<file path="src/rtl/div_ctrl_pkg.sv">
// Shared defines for the EXE-stage divider and its sequencing controller:
// bus widths, state encodings, hold lengths and a small arithmetic helper.
package div_ctrl_pkg;

   localparam int REG_BUS        = 32;
   localparam int DOUBLE_REG_BUS = 64;

   typedef enum logic [1:0] {
      CTRL_IDLE    = 2'b00,
      CTRL_BUSY    = 2'b01,
      CTRL_RELEASE = 2'b10,
      CTRL_DRAIN   = 2'b11
   } ctrl_state_t;

   typedef enum logic [1:0] {
      DIV_FREE    = 2'b00,
      DIV_BY_ZERO = 2'b01,
      DIV_ON      = 2'b10,
      DIV_END     = 2'b11
   } div_state_t;

   localparam logic [1:0] RELEASE_CYCLES = 2'd1;
   localparam logic [1:0] DRAIN_CYCLES   = 2'd2;
   localparam logic [5:0] DIV_STEPS      = 6'd32;

   function automatic logic [REG_BUS-1:0] cond_neg(input logic neg, input logic [REG_BUS-1:0] v);
      return neg ? (~v + 32'd1) : v;
   endfunction

endpackage

</file>
<file path="src/rtl/div_ctrl_div.sv">
// Radix-2 restoring divider (DIV/DIVU). Runs 32 steps plus a sign fix-up
// cycle; the fix-up re-reads operand signs, so inputs must stay stable.
module div_ctrl_div
   import div_ctrl_pkg::*;
(
   input  logic                      clk,
   input  logic                      reset,
   input  logic                      en,
   input  logic                      cancel,
   input  logic                      sign,
   input  logic [REG_BUS-1:0]        op1,
   input  logic [REG_BUS-1:0]        op2,
   output logic [DOUBLE_REG_BUS-1:0] result,
   output logic                      done
);

   div_state_t                state_r;
   logic [5:0]                cnt_r;
   logic [REG_BUS-1:0]        rem_r;
   logic [REG_BUS-1:0]        quo_r;
   logic [REG_BUS-1:0]        dvs_r;
   logic [DOUBLE_REG_BUS-1:0] result_r;
   logic [REG_BUS:0]          shifted_s;
   logic [REG_BUS+1:0]        trial_s;

   assign shifted_s = {rem_r, quo_r[REG_BUS-1]};
   assign trial_s   = {1'b0, shifted_s} - {2'b00, dvs_r};
   assign result    = result_r;
   assign done      = (state_r == DIV_END);

   // Divider state machine and datapath; by-zero path deliberately ignores cancel.
   always_ff @(posedge clk) begin
      if (!reset) begin
         state_r  <= DIV_FREE;
         cnt_r    <= 6'd0;
         rem_r    <= 32'd0;
         quo_r    <= 32'd0;
         dvs_r    <= 32'd0;
         result_r <= 64'd0;
      end else begin
         case (state_r)
            DIV_FREE: begin
               if (en && !cancel) begin
                  if (op2 == 32'd0) begin
                     state_r <= DIV_BY_ZERO;
                  end else begin
                     state_r <= DIV_ON;
                     cnt_r   <= 6'd0;
                     rem_r   <= 32'd0;
                     quo_r   <= cond_neg(sign && op1[REG_BUS-1], op1);
                     dvs_r   <= cond_neg(sign && op2[REG_BUS-1], op2);
                  end
               end
            end
            DIV_BY_ZERO: begin
               result_r <= 64'd0;
               state_r  <= DIV_END;
            end
            DIV_ON: begin
               if (cancel) begin
                  state_r <= DIV_FREE;
               end else if (cnt_r != DIV_STEPS) begin
                  if (trial_s[REG_BUS+1]) begin
                     rem_r <= shifted_s[REG_BUS-1:0];
                     quo_r <= {quo_r[REG_BUS-2:0], 1'b0};
                  end else begin
                     rem_r <= trial_s[REG_BUS-1:0];
                     quo_r <= {quo_r[REG_BUS-2:0], 1'b1};
                  end
                  cnt_r <= cnt_r + 6'd1;
               end else begin
                  result_r <= {cond_neg(sign && op1[REG_BUS-1], rem_r),
                               cond_neg(sign && (op1[REG_BUS-1] ^ op2[REG_BUS-1]), quo_r)};
                  cnt_r    <= 6'd0;
                  state_r  <= DIV_END;
               end
            end
            DIV_END: begin
               if (!en) begin
                  state_r <= DIV_FREE;
               end
            end
            default: state_r <= DIV_FREE;
         endcase
      end
   end

endmodule

</file>
<file path="src/rtl/div_ctrl.sv">
// Sequencing controller for the EXE-stage divider: latches operands, stalls
// the pipeline, handles flush, and issues a single-cycle HI/LO write.
module div_ctrl
   import div_ctrl_pkg::*;
(
   input  logic               clk,
   input  logic               reset,
   input  logic               start,
   input  logic               sign,
   input  logic [REG_BUS-1:0] op1,
   input  logic [REG_BUS-1:0] op2,
   input  logic               flush,
   output logic               stall_req,
   output logic               busy,
   output logic               hilo_we,
   output logic [REG_BUS-1:0] hi_wdata,
   output logic [REG_BUS-1:0] lo_wdata,
   output logic               div_by_zero
);

   ctrl_state_t               state_r;
   logic                      sign_r;
   logic [REG_BUS-1:0]        op1_r;
   logic [REG_BUS-1:0]        op2_r;
   logic [1:0]                hold_cnt_r;
   logic                      in_busy_s;
   logic                      finish_s;
   logic                      div_en_s;
   logic                      div_cancel_s;
   logic                      div_done_s;
   logic [DOUBLE_REG_BUS-1:0] div_result_s;

   // Flush must drop enable and raise cancel within the same cycle.
   always_comb begin
      in_busy_s    = (state_r == CTRL_BUSY);
      div_en_s     = in_busy_s && !flush;
      div_cancel_s = in_busy_s && flush;
      finish_s     = in_busy_s && div_done_s && !flush;
   end

   assign stall_req   = start && !finish_s;
   assign busy        = (state_r != CTRL_IDLE);
   assign hilo_we     = finish_s;
   assign hi_wdata    = finish_s ? div_result_s[DOUBLE_REG_BUS-1:REG_BUS] : 32'd0;
   assign lo_wdata    = finish_s ? div_result_s[REG_BUS-1:0] : 32'd0;
   assign div_by_zero = finish_s && (op2_r == 32'd0);

   // Controller FSM and operand latches.
   always_ff @(posedge clk) begin
      if (!reset) begin
         state_r    <= CTRL_IDLE;
         sign_r     <= 1'b0;
         op1_r      <= 32'd0;
         op2_r      <= 32'd0;
         hold_cnt_r <= 2'd0;
      end else begin
         case (state_r)
            CTRL_IDLE: begin
               if (start && !flush) begin
                  sign_r  <= sign;
                  op1_r   <= op1;
                  op2_r   <= op2;
                  state_r <= CTRL_BUSY;
               end
            end
            CTRL_BUSY: begin
               if (flush) begin
                  hold_cnt_r <= DRAIN_CYCLES - 2'd1;
                  state_r    <= CTRL_DRAIN;
               end else if (div_done_s) begin
                  hold_cnt_r <= RELEASE_CYCLES - 2'd1;
                  state_r    <= CTRL_RELEASE;
               end
            end
            CTRL_RELEASE, CTRL_DRAIN: begin
               if (hold_cnt_r == 2'd0) begin
                  state_r <= CTRL_IDLE;
               end else begin
                  hold_cnt_r <= hold_cnt_r - 2'd1;
               end
            end
            default: state_r <= CTRL_IDLE;
         endcase
      end
   end

   div_ctrl_div u_div (
      .clk    (clk),
      .reset  (reset),
      .en     (div_en_s),
      .cancel (div_cancel_s),
      .sign   (sign_r),
      .op1    (op1_r),
      .op2    (op2_r),
      .result (div_result_s),
      .done   (div_done_s)
   );

endmodule

</file>
<file path="config.mk">
export PLATFORM = sky130hd
export DESIGN_NAME = div_ctrl
export DESIGN_NICKNAME = d
export VERILOG_FILES = /design/src/rtl/div_ctrl_pkg.sv /design/src/rtl/div_ctrl_div.sv /design/src/rtl/div_ctrl.sv
export SDC_FILE = /design/constraint.sdc
export NUM_CORES = 1
export LEC_CHECK = 0
export BUFFER_PORTS_ARGS = -buffer_cell sky130_fd_sc_hd__buf_4
export CAP_MARGIN = 10
export CORE_ASPECT_RATIO = 1.1
export CORE_MARGIN = 2
export CORE_UTILIZATION = 30
export DETAILED_ROUTE_END_ITERATION = 16
export GPL_ROUTABILITY_DRIVEN = 0
export HOLD_SLACK_MARGIN = 0.12
export PLACE_DENSITY = 0.52
export SLEW_MARGIN = 20
export SYNTH_ARGS = -nofsm -noshare
export SYNTH_HDL_FRONTEND = slang
export SYNTH_SLANG_ARGS = --single-unit
</file>
<file path="constraint.sdc">
create_clock -name clk -period 6.6 [get_ports clk]
set_input_delay 0.33 -clock clk [delete_from_list [all_inputs] [get_ports clk]]
set_output_delay 0.33 -clock clk [all_outputs]
set_load 0.01 [all_outputs]
</file>
==> summary by stage, run 1 <==
Outcome
The flow ran to the end, and the final reports show no timing, DRC or antenna violations.

Layout
The layout overhead on the synthesized area is 21.61%. The area taken by multi-input logic gates is 0.008154 mm². The final design area excluding fillers is 0.01653 mm². After the last flow step, the layout net total stands at 2022. The number of inserted diodes is 0.

The count of non-filler cells in the finished layout is 2511. The fraction of final layout cells with drive strength greater than 1 is 11.76%. Summing all flip-flop and latch instances after layout gives 0.004745 mm². The layout has 4665 filler cells.

Place
The cell count after placement is 2401. The number of port buffers is 136. The post-detailed-placement cell area is 0.01498 mm².

Summed over all nets, the half-perimeter wirelength after detailed placement is 28420 µm.

Timing
Clock skew on the completed layout was measured at 10.22 ps. Static timing analysis puts the maximum clock frequency at 281.8 MHz. Setup violations remaining at the end of the flow were counted as 0. Setup total negative slack on the finished layout was measured at 0 ps. Setup repair after global routing left no endpoint under its margin. The clock period minus worst slack is 3548 ps. For the pin with the worst max-slew slack, the measured transition is 1024 ps.

Of the available clock period, the critical path in the final layout requires 53.76%. Final hold analysis gives a worst-case slack of 169.0 ps. The final number of max-transition violations was 0. The final number of hold-violating endpoints is 0. Headroom to the max-slew limit came out at 31.72%.

Clock network
Clock tree synthesis selected as its root buffer the cell sky130_fd_sc_hd__clkbuf_16. The CTS H-tree depth is 1. The later-pin clock latency in the skew report is 540 ps. In this run, CTS created clock tree buffers numbering 26. After clock tree synthesis, the clock-pin slew on the worst setup and hold paths is 60 ps.

No sink is reached through more buffers than the 3 on the longest clock path. In this run the post-CTS setup repair buffer count came out at 0. The number of clock sinks is 237. The clock tree from TritonCTS is yes.

Pwr
For this design the ratio of total power to cell area is 420.1 mW/mm². The static power due to leakage is 6.793 nW. Across the VDD grid, the largest voltage drop is 620.4 µV.

Critical path
The cell count of the worst reg-to-reg path is 12. Following the worst setup path forward leads to its endpoint at u_div.rem_r[13]$_SDFFE_PN0P_. The category of the most critical setup path is register to register. The worst reg-to-reg setup slack is 3050 ps. The worst register-to-register path ends at u_div.rem_r[13]$_SDFFE_PN0P_. The cell type with the highest occurrence count on the critical path is sky130_fd_sc_hd__o31a_1. The first element of the critical path is u_div.dvs_r[1]$_SDFFE_PN0P_.

The critical path data required time is 7000 ps. The endpoint kind of the worst setup timing path is a register. The delay contributed by the slowest stage of the critical path is 450 ps.

In this run the critical register-to-register path is launched from u_div.dvs_r[1]$_SDFFE_PN0P_. The launching element type of the critical path is a register. The critical path goes through inv_1, ha_1, nor2b_1, o31a_1, o31a_1, a211oi_2, o21ai_2, a21boi_4, buf_4, mux2_2, a22oi_1, nor2_1. The maximum fanout along the worst path is 38.

On the critical path, the stage with the largest delay is an instance of sky130_fd_sc_hd__buf_4. At the worst endpoint, the arrival time is 3950 ps.

Synthesis
The number of enable-type register cells in the synthesized netlist is 0. The commonest register cell after synthesis is sky130_fd_sc_hd__dfxtp_1. The yosys synthesis warning count is 0. The synthesized net count is 1897. The sequential share of the synthesized area is 34.91%. Sorting the synthesized cells by area gives the leading types as sky130_fd_sc_hd__dfxtp_1, sky130_fd_sc_hd__nand2_1, sky130_fd_sc_hd__a21oi_1. Of all flip-flops after synthesis, the portion carrying an async set or reset was 0%. Yosys mapped the design onto 77 distinct sky130hd cell types.

The post-synthesis cell count is 1788. A synthesized cell averages 7.602 µm². Yosys instantiated no cell more often than sky130_fd_sc_hd__nand2_1. The synthesized design spends more area on one cell type than any other, namely sky130_fd_sc_hd__dfxtp_1.

The top cell type's share of synthesized area is 34.91%. The synthesized design contains 237 register bits. The synthesized cell area is 0.01359 mm².

The commonest cells after synthesis are sky130_fd_sc_hd__nand2_1, sky130_fd_sc_hd__dfxtp_1, sky130_fd_sc_hd__a21oi_1.

Die
After floorplanning, the core was divided into 81 placement rows. From bottom edge to top edge, the die measures 227.2 µm. The die boundary width is 206.9 µm. The die covers 0.04703 mm².

The core area is 0.04459 mm². The initial utilization of the core area, before any placement, comes to 30.48%. For this design the top-level I/O count stands at 137.

Route
In this run the remaining antenna-violating nets after routing total 0. The detailed router finished its first iteration with 831 violations. The via density per instance is 4.947. The average wire length per cell after detail routing is 15.35 µm. The highest layer touched by signal routing is met4. Wires add up to 38550 µm.

Summed over all nets, wire length on met2 after detailed routing comes to 15690 µm. The count of vias placed by the detailed router is 12420. The first TritonRoute pass finished after 5 iterations. The met3 wirelength from detailed routing is 1794 µm.

After detailed routing, the wire length on met1 is 20430 µm. In the routed design, unresolved DRC markers number 0.

Run
Across the run, the number of max-cap violations was 0.

GRT
The first global-routing pass estimated 62420 µm of wire. Entering global routing, the biggest net connects 95 pins. The total congestion overflow is 0. Global routing consumed, over all layers together, 16.16% of the routing resources.

The initial antenna violation count is 0. The number of global-route vias before repair is 11520.

Hold path
The worst hold-check path type is input pin to register. The number of cells traversed by the worst hold path is 3.
==> worst max-delay path: cells and delay by family (launching register included) <==
kind,cells,cell delay [ps]
DFF,1,380
muxes,1,380
and+or+nand+nor,2,200
adders and majority gates,1,280
buffers and inverters,2,510
AOI/OAI and AO/OA,6,1640
==> layout make-up <==
| cell class | instances | share of cell area [%] |
|---|---|---|
| clock buffer | 36 | 4.655 |
| clock inverter | 9 | 0.7645 |
| inverter | 61 | 1.400 |
| multi-input combinational | 1372 | 49.33 |
| sequential | 237 | 28.70 |
| tap | 581 | 4.398 |
| timing repair buffer | 215 | 10.75 |
==> registers in the layout (all words and copies together) (netlist names) <==
name	flops
hold_cnt_r	2
op1_r	32
op2_r	32
sign_r	1
state_r	2
u_div.cnt_r	6
u_div.dvs_r	32
u_div.quo_r	32
u_div.rem_r	32
u_div.result	64
u_div.state_r	2
==> cell families (layout without fill, tap and decap cells) <==
logic type               Yosys count  count (layout)  share of synthesized area [%]
AND/OR/NAND/NOR                  680             680                          23.18
AO/OA/AOI/OAI                    506             506                          23.28
flip-flops                       237             237                          34.91
buffers and inverters            179             321                          5.367
XOR/XNOR                         135             135                          8.699
adder cells (fa/ha/maj)           40              40                          3.737
multiplexers                      11              11                         0.8285
==> layout by cell type, fill, tap and decap left out, drive strengths merged, types with 16 or more instances in the layout <==
cell type | Yosys | final
a211oi | 38 | 38
a21oi | 184 | 184
a22oi | 39 | 39
and3 | 71 | 71
buf | 35 | 150
clkbuf | 83 | 36
dfxtp | 237 | 237
dlygate4sd3 | 0 | 65
ha | 39 | 39
inv | 61 | 61
nand2 | 289 | 289
nand3 | 17 | 17
nor2 | 169 | 169
nor3 | 37 | 37
nor4 | 16 | 16
o211ai | 27 | 27
o21ai | 113 | 113
o31ai | 17 | 17
xnor2 | 61 | 61
xor2 | 74 | 74
==> worst min path at each step <==
stage | start | to | slack, ps
2_1_floorplan | u_div.result[24]$_SDFFE_PN0P_ | u_div.result[24]$_SDFFE_PN0P_ | 420
3_3_place_gp | u_div.result[62]$_SDFFE_PN0P_ | u_div.result[62]$_SDFFE_PN0P_ | 440
3_5_place_dp | u_div.result[53]$_SDFFE_PN0P_ | u_div.result[53]$_SDFFE_PN0P_ | 440
4_1_cts | reset | u_div.quo_r[22]$_SDFFE_PN0P_ | 140
5_1_grt | reset | u_div.quo_r[20]$_SDFFE_PN0P_ | 170
6_report | reset | u_div.quo_r[22]$_SDFFE_PN0P_ | 170
==> repair_timing <==
item	in CTS	in global routing
gates resized for setup	0	0
hold buffers	65	0
endpoints found under the hold margin	65	0
==> per-layer routing <==
metal  vias up  GRT usage, %
li1       6516             -
met1      5611         25.33
met2       252         23.22
met3        43         1.775
met4         0         3.844
met5         -             0
==> metrics by stage <==
stage | utilization, % | power [W] | worst slack [ps]
3_5_place_dp | 33.59 | 0.005392 | 3024
6_report | 37.07 | 0.006945 | 3052
2_1_floorplan | - | 0.004661 | 3953
5_1_grt | 37.07 | 0.007477 | 2759
4_1_cts | 37.06 | 0.006977 | 3034
3_3_place_gp | 33.59 | 0.005360 | 3047
==> report_power, final <==
group	internal, W	switching (W)
registers	0.00155	0.000202
logic	0.00144	0.00223
clock network	0.000926	0.000597
Note: power is estimated with default switching activity, not from simulation.
==> inputs of run 2 (changes only) <==
--- a/config.mk
+++ b/config.mk
@@ -13,7 +13,7 @@
 export DETAILED_ROUTE_END_ITERATION = 16
 export GPL_ROUTABILITY_DRIVEN = 0
 export HOLD_SLACK_MARGIN = 0.12
-export PLACE_DENSITY = 0.52
+export PLACE_DENSITY = 0.54
 export SLEW_MARGIN = 20
 export SYNTH_ARGS = -nofsm -noshare
 export SYNTH_HDL_FRONTEND = slang
==> constraint.sdc (replaced) <==
create_clock -name clk -period 3.2 [get_ports clk]
set_input_delay 0.16 -clock clk [delete_from_list [all_inputs] [get_ports clk]]
set_output_delay 0.16 -clock clk [all_outputs]
set_load 0.01 [all_outputs]
==> run 2 against run 1 <==
Net effect:
- power grew 120%
- sequential power grew 100%
- fmax rose by 18%
- register-to-register slack lost 2900 ps
- first-iteration DRC count rose by 13%
- sequential share of layout area shrank 0.57 points
- die area did not move
- critical path type unchanged
- highest routed layer unchanged
==> summary by stage, run 2 (synthesized netlist as in run 1, its figures left out) <==
Outcome
The run finished with clean final reports.

Layout
The number of flip-flops under the largest register name is 64. The post-route netlist has 13.62% of its cells at a drive strength greater than 1. The count of non-filler cells in the finished layout is 2557. The library cell used most frequently in the layout, excluding fill and tap cells, is sky130_fd_sc_hd__nand2_1. The library cells used most frequently in the layout, excluding fill and tap cells, are sky130_fd_sc_hd__nand2_1, sky130_fd_sc_hd__dfxtp_1, sky130_fd_sc_hd__buf_4. After the last flow step, the layout net total stands at 2066.

The layout overhead on the synthesized area is 24.07%.

Timing
The final-layout setup total negative slack is 0 ps. The final number of max-transition violations came to 0. For the pin with the worst max-slew slack, the measured transition is 1048 ps.

The post-route fraction of the period consumed by the critical path is 94.27%. Setup repair after global routing left no endpoint under its margin. The highest clock frequency the design can meet is 331.5 MHz.

The final setup violation count is 0. The clock skew is 8.843 ps. The worst pin sits at a relative slew slack of 30.15%. The final number of hold-violating endpoints is 0. The worst path in the final design needs a cycle of 3017 ps, including I/O delays and setup.

Critical path
The critical path data required time is 3650 ps. The slowest stage of the critical path is the sky130_fd_sc_hd__or4_1 cell. Data arrives at the worst endpoint at 3470 ps. The worst setup path is of the register to register kind. For the worst flop-to-flop path, the logic depth is 12. The signal on the critical path passes through inv_1, ha_1, fa_1, nor2b_4, o31ai_2, a21oi_2, o21a_1, o21a_1, or4_1, a311oi_1, a41oi_1, o221ai_1. Along the worst path, the maximum fanout reaches 5. STA classifies the critical path endpoint as a register. The launching element type of the critical path is a register. The cell type with the highest occurrence count on the critical path is sky130_fd_sc_hd__o21a_1. On the worst path, the slowest cell contributes a delay of 440 ps.

Route
The first-pass detailed-route iteration total is 7. The routed wire length is 39360 µm. The DRC violation total after the first TritonRoute iteration is 937.

After detailed routing, the number of vias per cell comes to 4.981. In this run the remaining antenna-violating nets after routing total 0. Dividing the detail-routed wire length by the instance count gives 15.39 µm. In the routed design, unresolved DRC markers number 0. The final route contains 12740 vias.

Die
The core area is 0.04459 mm². From left edge to right edge, the die measures 206.9 µm. The floorplan has 81 rows. Once the floorplan was initialized, standard cells occupied 30.48% of the core.

From bottom edge to top edge, the die measures 227.2 µm. The number of top-level design ports is 137. The total die area is 0.04703 mm².

Clock network
The clock tree from TritonCTS is yes. No sink is reached through more buffers than the 3 on the longest clock path. The root buffer cell is sky130_fd_sc_hd__clkbuf_16. CTS built an H-tree with a depth of 1. The clock net in this run drives a total of 237 sinks.

The number of buffers inserted by post-CTS setup repair is 0. After clock tree synthesis, the clock-pin slew on the worst setup and hold paths is 60 ps. The number of buffers created by CTS is 25. The later-pin clock latency in the skew report is 540 ps.

Hold path
The worst hold path belongs to the class input pin to register. The number of cells traversed by the worst hold path is 4.

GRT
The global-route usage over all layers is 16.20%. The initial antenna violation count is 0. The total congestion overflow is 0. The global-route wire length before repair is 62470 µm. The number of global-route vias before repair was 11680. The largest net degree at the start of global routing is 94.

Pwr
The ratio of total power to cell area is 886.3 mW/mm². The worst IR drop on VDD is 1107 µV. The static power due to leakage is 7.008 nW.

Place
The HPWL reported at the end of detailed placement is 28950 µm. In this run, placement finished with an instance count of 2443. The number of port buffers is 136.

Run
The max-capacitance violation count is 0.
==> run 2: changes by cell type in the layout (fill, tap and decap cells not counted), sizes merged <==
cell / delta
buf: +42
diode: +1
dlygate4sd3: +3
==> run 2: per-layer routing <==
metal	up-vias	track usage, %	part of all wire, %
li1	6589	-	-
met1	5835	25.27	53
met2	250	23.19	41
met3	63	1.632	4.0
met4	0	4.598	2.2
met5	-	0	0
==> run 2: cell type report <==
| type | instances | area [µm²] |
|---|---|---|
| diodes | 1 | 2.502 |
| clock buffers | 36 | 726.9 |
| clock inverters | 9 | 122.6 |
| fillers | 4665 | 27730 |
| inverters | 61 | 231.5 |
| multi-input cells | 1372 | 8162 |
| flip-flops and latches | 237 | 4745 |
| well taps | 581 | 726.9 |
| repair buffers | 260 | 2147 |
==> run 2: path summary, 6_finish.rpt <==
check,slack (ps),endpoint,startpoint
min reg2reg,440,u_div.result[54]$_SDFFE_PN0P_,u_div.result[54]$_SDFFE_PN0P_
max reg2reg,180,u_div.rem_r[24]$_SDFFE_PN0P_,u_div.quo_r[31]$_SDFFE_PN0P_
min,420,op2_r[14]$_SDFFE_PN0P_,op2[14]
max,180,u_div.rem_r[24]$_SDFFE_PN0P_,u_div.quo_r[31]$_SDFFE_PN0P_
==> run 2: stage by stage <==
stage	hold slack (ps)	power, W	util (%)	setup slack (ps)	cell area [µm²]
3_3_place_gp	407.6	0.01166	34.35	254.7	15320
2_1_floorplan	296.0	0.009613	-	553.2	13590
4_1_cts	396.8	0.01494	37.78	210.0	16850
6_report	420.3	0.01495	37.82	183.2	16860
3_5_place_dp	416.6	0.01177	34.35	224.7	15320
5_1_grt	423.4	0.01604	37.81	6.326	16860
==> run 2: what timing repair did <==
item                                    CTS  global route
gates resized for setup                   0             3
endpoints found under the hold margin    78             0
endpoints found under the setup margin    0            24
hold buffers                             68             0
==> run 2: power by group <==
group | switching [W] | internal (W)
Clock | 0.00123 | 0.00181
Combinational | 0.00487 | 0.00353
Sequential | 0.000319 | 0.00319
==> run 2: critical path, delay by kind of cell (launching register included) <==
| family | cells | cell delay (ps) |
|---|---|---|
| buf+inv | 1 | 130 |
| simple gates | 2 | 500 |
| fa+ha+maj | 2 | 450 |
| flops | 1 | 310 |
| compound gates | 7 | 1550 |
==> inputs of run 3 (changes only) <==
--- a/config.mk
+++ b/config.mk
@@ -14,6 +14,7 @@
 export GPL_ROUTABILITY_DRIVEN = 0
 export HOLD_SLACK_MARGIN = 0.12
 export PLACE_DENSITY = 0.54
+export SKIP_CTS_REPAIR_TIMING = 1
 export SLEW_MARGIN = 20
 export SYNTH_ARGS = -nofsm -noshare
 export SYNTH_HDL_FRONTEND = slang
==> constraint.sdc (replaced) <==
create_clock -name clk -period 2.7 [get_ports clk]
set_input_delay 0.135 -clock clk [delete_from_list [all_inputs] [get_ports clk]]
set_output_delay 0.135 -clock clk [all_outputs]
set_load 0.01 [all_outputs]
==> run 3 against run 2 <==
Net effect:
- the flow now finishes with violations (negative setup slack)
- sequential power up 17%
- critical path depth down 1
- wire length up 3.8%
- hold slack worse by 280 ps
- sequential cell count unchanged
- clock power up 22%
- via count up 2.8%
- largest power group unchanged
==> summary by stage, run 3 (synthesized netlist as in run 1, its figures left out) <==
Outcome
The flow ran to the end, but the final reports show violations. The checks that failed: negative setup slack.

Route
The detailed-route DRC error count is 0. In the routed layout, each cell is associated on average with a via count of 4.952. The first-pass detailed-route iteration total is 5. The DRC violation total after the first TritonRoute iteration is 741. The count of vias placed by the detailed router is 13100. The average wire length per cell after detail routing is 15.45 µm.

The remaining number of nets flagged by the antenna check after routing is 0. The routed wire length is 40860 µm.

Timing
The post-route fraction of the period consumed by the critical path is 103.7%. The clock period minus worst slack is 2800 ps. The final number of max-transition violations is 0.

The final number of hold-violating endpoints was 0. The clock skew is 24.46 ps. For the pin with the worst max-slew slack, the measured transition is 815.4 ps. Setup repair after global routing could not meet its margin everywhere. The final worst slack is -99.97 ps.

The highest clock frequency the design can meet is 357.1 MHz. Setup violations remaining at the end of the flow were counted as 15. The worst slew margin relative to its limit is 45.64%.

Place
The cell count after placement is 2510. Port buffering added 136 buffers. In this run the cell area measured after placement is 0.01585 mm².

Detailed placement finished with a half-perimeter wire length of 29890 µm.

Pwr
The clock power share is 16.1%. The worst IR drop on VDD is 1764 µV. The switching fraction of total power is 39.65%. The fraction of power consumed by sequential logic is 17.8%.

Combinational logic burns 66.1% of the power. For this design the static power due to leakage is 7.544 nW. The total chip power is 0.02303 W. The total net switching power is 0.009131 W. The ratio of total power to cell area is 1279 mW/mm².

The cell-internal power is 0.01390 W.

Critical path
The arrival time of the worst setup path is 3290 ps. The critical path data required time is 3190 ps. The endpoint kind of the worst setup timing path is a register.

The maximum fanout along the worst path is 8. The launching element type of the critical path is a register. The category of the most critical setup path is register to register.

GRT
The initial antenna violation count is 0. Entering global routing, the biggest net connects 75 pins. The first global-routing pass estimated 63030 µm of wire. The number of global-route vias before repair is 11750. The global-route usage over all layers is 16.38%. The total congestion overflow is 0.

Run
The max-capacitance violation count is 0.

Die
Row generation in the floorplan step produced 81 rows. The die boundary width is 206.9 µm. The total die area is 0.04703 mm². The initial standard-cell utilization of the core is 30.48%.

The number of top-level design ports is 137. After floorplanning, the core was sized to cover 0.04459 mm². The die extent in y is 227.2 µm.

Layout
The net count reported at finish is 2153. The count of non-filler cells in the finished layout is 2645. The fraction of final layout cells with drive strength greater than 1 is 20.45%. In the layout the commonest cells are sky130_fd_sc_hd__nand2_1, sky130_fd_sc_hd__buf_4, sky130_fd_sc_hd__dfxtp_1. The final design area excluding fillers is 0.01800 mm². Leaving out fill and tap cells, the most frequent cell in the layout is sky130_fd_sc_hd__nand2_1.

The number of inserted diodes is 0. The layout overhead on the synthesized area is 32.42%. The number of flip-flops under the largest register name is 64.

Clock network
The maximum clock insertion buffer count is 3. The number of buffers created by CTS is 26. CTS built an H-tree with a depth of 1. The later-pin clock latency in the skew report is 550 ps. The root buffer cell chosen for the clock tree is sky130_fd_sc_hd__clkbuf_16.

TritonCTS built the clock tree. The clock transition at the register clock pins on the worst setup and hold paths after CTS is 60 ps. CTS saw 237 sinks.

Hold path
The worst hold-check path type is input pin to register.
## run 3: final timing paths
check	startpoint	endpoint	slack, ps	cells after the start
worst max register to register	u_div.rem_r[17]$_SDFFE_PN0P_	u_div.rem_r[22]$_SDFFE_PN0P_	-100	11
worst min-delay path	start	state_r[0]$_SDFFE_PN0P_	140	5
worst max-delay path	u_div.rem_r[17]$_SDFFE_PN0P_	u_div.rem_r[22]$_SDFFE_PN0P_	-100	11
worst min register to register	u_div.result[30]$_SDFFE_PN0P_	u_div.result[30]$_SDFFE_PN0P_	450	2
## run 3: power groups by stage
stage,Clock (W),Combinational [W],Sequential (W)
global route,0.00393,0.0164,0.00412
finish,0.00371,0.0152,0.00409
global placement,0,0.0107,0.00412
CTS,0.00381,0.0108,0.00405
detailed placement,0,0.0108,0.00413
floorplan,0,0.00726,0.00413
## run 3: worst max-delay path, cell delays in order, from the launching register on
cell                        delay, ps
sky130_fd_sc_hd__dfxtp_1          360
sky130_fd_sc_hd__ha_1             330
sky130_fd_sc_hd__nand2_1          130
sky130_fd_sc_hd__a2111oi_4        360
sky130_fd_sc_hd__o21ai_1          140
sky130_fd_sc_hd__or2_1            230
sky130_fd_sc_hd__o21ai_2          210
sky130_fd_sc_hd__a21boi_4         120
sky130_fd_sc_hd__buf_6            150
sky130_fd_sc_hd__clkbuf_16        150
sky130_fd_sc_hd__or4_4            480
sky130_fd_sc_hd__nand2_2           60
## run 3: metrics by stage
| stage | setup WS, ps | hold WS [ps] | util (%) | setup TNS [ps] |
|---|---|---|---|---|
| after CTS | -187.7 | -191.0 | 37.56 | -1480 |
| after floorplan | 53.23 | 271.0 | - | 0 |
| after global placement | -87.15 | 384.2 | 35.54 | -657.1 |
| after global routing | -197.2 | 230.0 | 40.36 | -3598 |
| final | -99.97 | 143.6 | 40.36 | -379.3 |
| after detailed placement | -146.4 | 393.0 | 35.54 | -963.7 |
## run 3: per-layer routing
layer | vias up | share of wire, % | GRT usage [%]
li1 | 6781 | - | -
met1 | 5997 | 51 | 25.33
met2 | 265 | 41 | 23.01
met3 | 55 | 5.2 | 2.262
met4 | 0 | 2.3 | 5.148
met5 | - | 0 | 0
## run 3: final cells by class
type,count,area (µm²)
Tap cell,581,726.9
Fill cell,4599,26590
Clock buffer,38,787.0
Multi-Input combinational cell,1372,8472
Timing Repair Buffer,346,2912
Inverter,61,231.5
Clock inverter,10,113.9
Sequential cell,237,4756
